### src/rtl/prio_encoder_serial.sv
// rtl/prio_encoder_serial.sv - serial priority encoder: captures a request vector, emits set-bit indices one per handshake
//
// Purpose:
//   A req_vld strobe in IDLE captures req into a pending mask. The index of
//   each set bit is then emitted, one per out_vld/out_rdy handshake. Each
//   emitted bit is cleared from the mask.
//   By default the highest index is emitted first. When PENC_LOWFIRST_EN is
//   defined, the lowest index is emitted first. out_last and the clearing
//   rules are the same in both builds.
//
// Ports:
//   clk      in   rising-edge clock
//   rst_n    in   asynchronous active-low reset
//   req      in   [N-1:0] request vector, bit k = input k
//   req_vld  in   capture strobe; ignored unless idle
//   busy     out  a capture is pending
//   code     out  [W-1:0] index of the current pending bit
//   out_vld  out  code is valid
//   out_rdy  in   consumer accepts code
//   out_last out  code is the final pending bit of the burst
//   none     out  one-cycle pulse when req_vld is seen with req == 0 while idle
//
// Parameters:
//   N  number of request inputs (N >= 2)
//   W  code width, ceil(log2(N))
//
// Configuration macro:
//   PENC_LOWFIRST_EN  emit the lowest index first

module prio_encoder_serial #(
    parameter int N = 8,
    parameter int W = 3
) (
    input  logic         clk,
    input  logic         rst_n,
    input  logic [N-1:0] req,
    input  logic         req_vld,
    output logic         busy,
    output logic [W-1:0] code,
    output logic         out_vld,
    input  logic         out_rdy,
    output logic         out_last,
    output logic         none
);

    typedef enum logic {
        IDLE = 1'b0,
        EMIT = 1'b1
    } state_t;

    localparam logic [N-1:0] ONE_N = {{(N-1){1'b0}}, 1'b1};

    state_t         state_q, state_d;
    logic [N-1:0]   mask_q, mask_d;
    logic [W-1:0]   code_q, code_d;
    logic           out_vld_q, out_vld_d;
    logic           out_last_q, out_last_d;
    logic           busy_q, busy_d;
    logic           none_q, none_d;

    // Index of the next bit to emit. The scan only visits bits below N,
    // so an out-of-range code cannot be produced.
    function automatic logic [W-1:0] pick(input logic [N-1:0] m);
        logic [W-1:0] idx;
        idx = '0;
`ifdef PENC_LOWFIRST_EN
        for (int i = N - 1; i >= 0; i--) begin
            if (m[i]) idx = W'(i);
        end
`else
        for (int i = 0; i < N; i++) begin
            if (m[i]) idx = W'(i);
        end
`endif
        return idx;
    endfunction

    always_comb begin
        state_d = state_q;
        mask_d  = mask_q;
        none_d  = 1'b0;

        case (state_q)
            IDLE: begin
                if (req_vld) begin
                    if (req != '0) begin
                        mask_d  = req;
                        state_d = EMIT;
                    end else begin
                        none_d = 1'b1;
                    end
                end
            end
            EMIT: begin
                // out_vld is always high in EMIT, so out_rdy alone completes the handshake.
                if (out_rdy) begin
                    mask_d = mask_q & ~(ONE_N << code_q);
                    if (mask_d == '0) state_d = IDLE;
                end
            end
            default: state_d = IDLE;
        endcase

        // Outputs are computed from the next mask, so the registered
        // values line up with the state they describe.
        code_d     = pick(mask_d);
        out_last_d = (mask_d != '0) && ((mask_d & (mask_d - ONE_N)) == '0);
        out_vld_d  = (state_d == EMIT);
        busy_d     = (state_d == EMIT);
    end

    always_ff @(posedge clk or negedge rst_n) begin
        if (!rst_n) begin
            state_q    <= IDLE;
            mask_q     <= '0;
            code_q     <= '0;
            out_vld_q  <= 1'b0;
            out_last_q <= 1'b0;
            busy_q     <= 1'b0;
            none_q     <= 1'b0;
        end else begin
            state_q    <= state_d;
            mask_q     <= mask_d;
            code_q     <= code_d;
            out_vld_q  <= out_vld_d;
            out_last_q <= out_last_d;
            busy_q     <= busy_d;
            none_q     <= none_d;
        end
    end

    assign code     = code_q;
    assign out_vld  = out_vld_q;
    assign out_last = out_last_q;
    assign busy     = busy_q;
    assign none     = none_q;

endmodule

### config.mk
export PLATFORM = sky130hd
export DESIGN_NAME = prio_encoder_serial
export DESIGN_NICKNAME = d
export VERILOG_FILES = /design/src/rtl/prio_encoder_serial.sv
export SDC_FILE = /design/constraint.sdc
export NUM_CORES = 1
export LEC_CHECK = 0
export CAP_MARGIN = 20
export CORE_UTILIZATION = 40
export CTS_CLUSTER_SIZE = 8
export DETAILED_ROUTE_END_ITERATION = 7
export MAX_ROUTING_LAYER = met4
export PLACE_DENSITY = 0.76
export RECOVER_POWER = 100
export SYNTH_ARGS = -nofsm -noshare
export SYNTH_HDL_FRONTEND = slang
export SYNTH_SLANG_ARGS = --single-unit
### constraint.sdc
create_clock -name clk -period 1.65 [get_ports clk]
set_input_delay 0.2475 -clock clk [delete_from_list [all_inputs] [get_ports clk]]
set_output_delay 0.2475 -clock clk [all_outputs]
set_load 0.1 [all_outputs]
* Yosys cells after proc, flatten, opt, wreduce, memory -nomap -nowiden
Cells that the tools add are included.
** Operators by class
- Add/sub/neg operators :: 1
- Shift-type cells :: 1
- Mux-type cells :: 19
- Bitwise logic cells :: 4
- Reduce and logical (&&, ||, !) cells :: 5
** Operators with widths (number)
- $mux 8 :: 3
- $mux 3 :: 6
- $and 8x8->8 :: 2
- $logic_not 8->1 :: 2
- $pmux 8 s2 :: 1
- $reduce_bool 8->1 :: 2
- $mux 1 :: 8
- $not 8->8 :: 1
- $shl 1x3->8 const A :: 1
- $sub 8x1->8 const B :: 1
- $pmux 1 s2 :: 1
- $logic_and 1x1->1 :: 1
- $not 1->1 :: 1
** Storage, ports and cells
- Register bits :: 14
- Input bits :: 12
- Output and inout bits :: 7
- Word-level logic and storage cells :: 35

* Logic depth before layout (Yosys ltp)
- Depth in word-level cells :: 12
- Depth in mapped cells :: 8
- Mapped depth without buffers :: 7

* Least setup slack after synthesis
OpenSTA, ideal clock, no wires.
- Path kind :: register to register
- Start point :: register busy (netlist name)
- End point :: register out_last_q (netlist: out_last)
- Library setup time :: 81 ps
- Arrival time :: 2435 ps
- Data required time :: 1569 ps
- Path slack :: -867 ps
- Cell stages (with the launch flop) :: 9
- Path buffers :: 1
- Clock period less this slack :: 2517 ps
- Cell sequence :: dfrtp_1 -> buf_4 -> or3b_1 -> nor2_1 -> or3_4 -> inv_2 -> maj3_1 -> o22a_1 -> o22ai_2
** RTL lines
- end signal, assigned :: RTL line 126 : out_last_q <= out_last_d;
- end, declared :: RTL line 57 : logic out_last_q, out_last_d;

* Final worst setup path
- Start point :: input req_vld
- End point :: register out_last_q (netlist: out_last)
** Between the ends
- Cells in the longest elaborated chain, start to end :: 6
- Elaborated cells between the ends (all ways) :: 7
- Those cells by class :: 1 x add/sub; 2 x mux; 1 x bitwise; 3 x reduce/logical
** Ends and longest elaborated chain
- start, declared :: RTL line 37 : input logic req_vld,
- $mux 8 * :: RTL line 85 : if (req_vld) begin
- $pmux 8 s2 * :: RTL line 83 : case (state_q)
- net mask_d[5] :: RTL line 54 : logic [N-1:0] mask_q, mask_d;
- $sub 8x1->8 :: RTL line 107 : out_last_d = (mask_d != '0) && ((mask_d & (mask_d - ONE_N)) == '0);
- $and 8x8->8 :: RTL line 107
- $logic_not 8->1 :: RTL line 107
- $logic_and 1x1->1 * :: RTL line 107
- net out_last_d :: RTL line 57
Mark *: on every way through the listed nets, which the timed path passes. The rest lies on a longest branch.

==> flow_metrics.py <==
metrics = {
    "run_status": {
        "status": "finished with violations",
        "violations": "negative setup slack",
    },
    "placed_design": {
        "dp_cells": 173,
        "hpwl_microns": 2337,
        "gp_congestion": 0.9252,
        "dpl-instance-area_sq_um": 1474,
        "numPortBuffers": 18,
        "pre_cts_slack_ps": -631.0,
    },
    "die": {
        "dieArea_sq_um": 2596,
        "core_sq_um": 2233,
        "boundaryPins": 19,
        "die_w_microns": 50.95,
        "die-height_microns": 50.95,
        "start_util": 0.4291,
        "rows": 17,
    },
    "clock_tree": {
        "clk_latency_ps": 290,
        "cts_buffers": 3,
        "root_buffer": "clkbuf_4",
        "path_clk_slew_ps": 100,
        "cts_max_path_buffers": 2,
        "cts_max_level": 1,
        "hold_buffers": 0,
        "cts_tree": "done",
        "cts.sinks": 14,
    },
    "route": {
        "antenna_left": 0,
        "drc": 0,
        "met3_length_microns": 147,
        "first_pass_iters": 4,
        "highest_layer": "met4",
        "drt-total-wl_microns": 3821,
        "num_vias": 1103,
        "wl_met2_microns": 2046,
        "routedWlPerCell_microns": 20.43,
        "via_per_inst": 5.898,
        "dr.first_iter.drc_count": 30,
        "wirelength_met1_microns": 1479,
    },
    "logic_synthesis": {
        "ys_types": 45,
        "yosysWarnings": 0,
        "synth_top_area_frac": 0.3655,
        "ys.flop_type": "dfrtp_1",
        "synth_top_area_cell": "dfrtp_1",
        "synth-edff-count": 0,
        "avgSynthCellArea_sq_um": 9.396,
        "synth_area_sq_um": 958.4,
        "synth_seq_area_share": 0.3655,
        "netlist_top_cells_count": "dfrtp_1, nor2_1, a21oi_1, o22ai_1, a211oi_1",
        "synthArstFlopShare": 1.000,
        "yosysMostFrequentCell": "dfrtp_1",
        "synthTopCellsByArea": "dfrtp_1, nor4_4, nor2_1, a211oi_1, o22ai_1",
        "syn_inst": 102,
        "ys_ff_latch": 14,
        "syn_nets": 114,
    },
    "grt": {
        "grt_pass1_wl_microns": 6072,
        "grt_pass1_vias": 1207,
        "grt_max_degree": 15,
        "overflow": 0,
        "antenna_found_initial": 0,
        "track_usage": 0.3381,
    },
    "timing": {
        "tightest_slew_ps": 821.7,
        "final_max_slew_viol_count": 0,
        "period_share": 1.113,
        "rsz0062_at_grt": "yes",
        "slew_headroom": 0.4522,
        "fin_setup_tns_ps": -365.7,
        "setup_viol": 5,
        "finalHoldViolations": 0,
        "setup_ws_ps": -187.1,
        "fmax_ghz": 0.5443,
        "fin_worst_skew_ps": 11.44,
        "post-route-min-period_ps": 1837,
        "fin_hold_ws_ps": 547.6,
    },
    "worst_setup_path": {
        "worst_ep_arrival_time_ps": 2050,
        "worst-setup-path-type": "primary input to register",
        "start_kind": "primary input",
        "cp_max_fo": 4,
        "crit_required_ps": 1860,
        "critPathCaptureType": "register",
    },
    "job": {
        "cap_viol_max_count": 0,
    },
    "cells_and_area": {
        "final_nets": 172,
        "instances_no_fill": 187,
        "antennaDiodeCount": 0,
        "area_growth_pct": 77.15,
        "drive_above_1_share": 0.5786,
        "fillers": 142,
        "fin_area_sq_um": 1698,
    },
    "min_path": {
        "hp-class": "primary input to async pin",
    },
    "pwr": {
        "ir_worst_vdd_mv": 1.299,
        "power.density_nw_per_um2": 2024,
        "p_leak_nw": 0.7422,
    },
}
cells in the final DEF, fill, tap and decap left out, types with 2 or more instances in the layout:
cell | netlist | layout
o22ai_2 | 1 | 2
buf_12 | 0 | 6
nor2_4 | 0 | 4
nor2_1 | 11 | 6
nand3b_1 | 2 | 2
o22a_1 | 2 | 2
nor2_2 | 1 | 2
nor3b_1 | 2 | 2
inv_2 | 1 | 3
buf_4 | 3 | 33
dfrtp_4 | 0 | 4
nand2_2 | 0 | 2
dlygate4sd2_1 | 0 | 8
clkbuf_4 | 0 | 3
clkbuf_2 | 0 | 2
a21oi_2 | 0 | 3
clkdlybuf4s50_1 | 0 | 2
a211oi_2 | 0 | 2
dfrtp_1 | 14 | 10
a21oi_1 | 6 | 3
nor4_4 | 2 | 2
a211oi_4 | 1 | 3
buf_6 | 0 | 5
nand2_1 | 4 | 2
o21ai_0 | 4 | 3
nand3_1 | 3 | 3
and3b_1 | 4 | 4
o22ai_1 | 6 | 5
where the power goes:
| part | internal [mW] | switching [mW] |
|---|---|---|
| clock network | 0.134 | 0.122 |
| registers | 0.519 | 0.164 |
| logic | 1.09 | 1.41 |
state kept, by name (all words and copies together), names as in the netlist:
| name | cells |
|---|---|
| none | 1 |
| busy | 1 |
| code | 3 |
| out_last | 1 |
| mask_q | 8 |
logic make-up (layout without fill, tap and decap cells):
family | count (synthesis) | in the layout | share of synthesized area
xor+xnor | 2 | 2 | 0.01828
buf+inv | 9 | 66 | 0.04829
fa+ha+maj | 1 | 1 | 0.01044
flops | 14 | 14 | 0.3655
compound gates | 34 | 34 | 0.2572
simple gates | 42 | 42 | 0.3003
critical path: stages:
cell and delay, ps:
clkdlybuf4s50_1 500, buf_4 190, and3b_1 160, o22ai_1 160
or2_4 180, inv_2 50, maj3_2 300, o22a_1 170
o22ai_2 80
metal layers:
layer / global-route usage / up-vias
met4: 0.1667 / 0
met2: 0.5899 / 44
met3: 0.04464 / 15
met5: - / -
li1: - / 493
met1: 0.3769 / 551
stage by stage:
| stage | power (mW) | utilization |
|---|---|---|
| after global placement | 2.702 | 0.6599 |
| after global routing | 3.616 | 0.7602 |
| final | 3.437 | 0.7602 |
| after detailed placement | 2.763 | 0.6599 |
| after CTS | 3.208 | 0.7468 |
| after floorplan | 2.015 | - |
final cells by class:
| type | count | area (sq um) | share of cell area |
|---|---|---|---|
| multi-input combinational | 79 | 708.2 | 0.4171 |
| clock buffer | 4 | 36.28 | 0.02137 |
| inverter | 4 | 15.01 | 0.008843 |
| tap | 28 | 35.03 | 0.02063 |
| sequential | 14 | 365.4 | 0.2152 |
| timing repair buffer | 58 | 538.0 | 0.3169 |
path summary, 6_finish.rpt:
kind | from | endpoint | slack (ps) | cells past startpoint
worst min-delay path | rst_n | none | 550 | 2
worst max register to register | code[2] | out_last | -180 | 8
max in group asynchronous | rst_n | code[1] | 490 | 2
worst min register to register | mask_q[7] | busy | 670 | 3
worst max-delay path | req_vld | out_last | -190 | 9
min in group clk | req[0] | mask_q[0] | 630 | 4
timing repair:
| action | 4_1_cts | 5_1_grt |
|---|---|---|
| resized for setup | 31 | 14 |
| buffers inserted | 9 | 1 |
| setup endpoints to repair | 5 | 5 |
| pin swaps | 7 | 6 |
No activity file was read; power rests on OpenSTA's default activity.
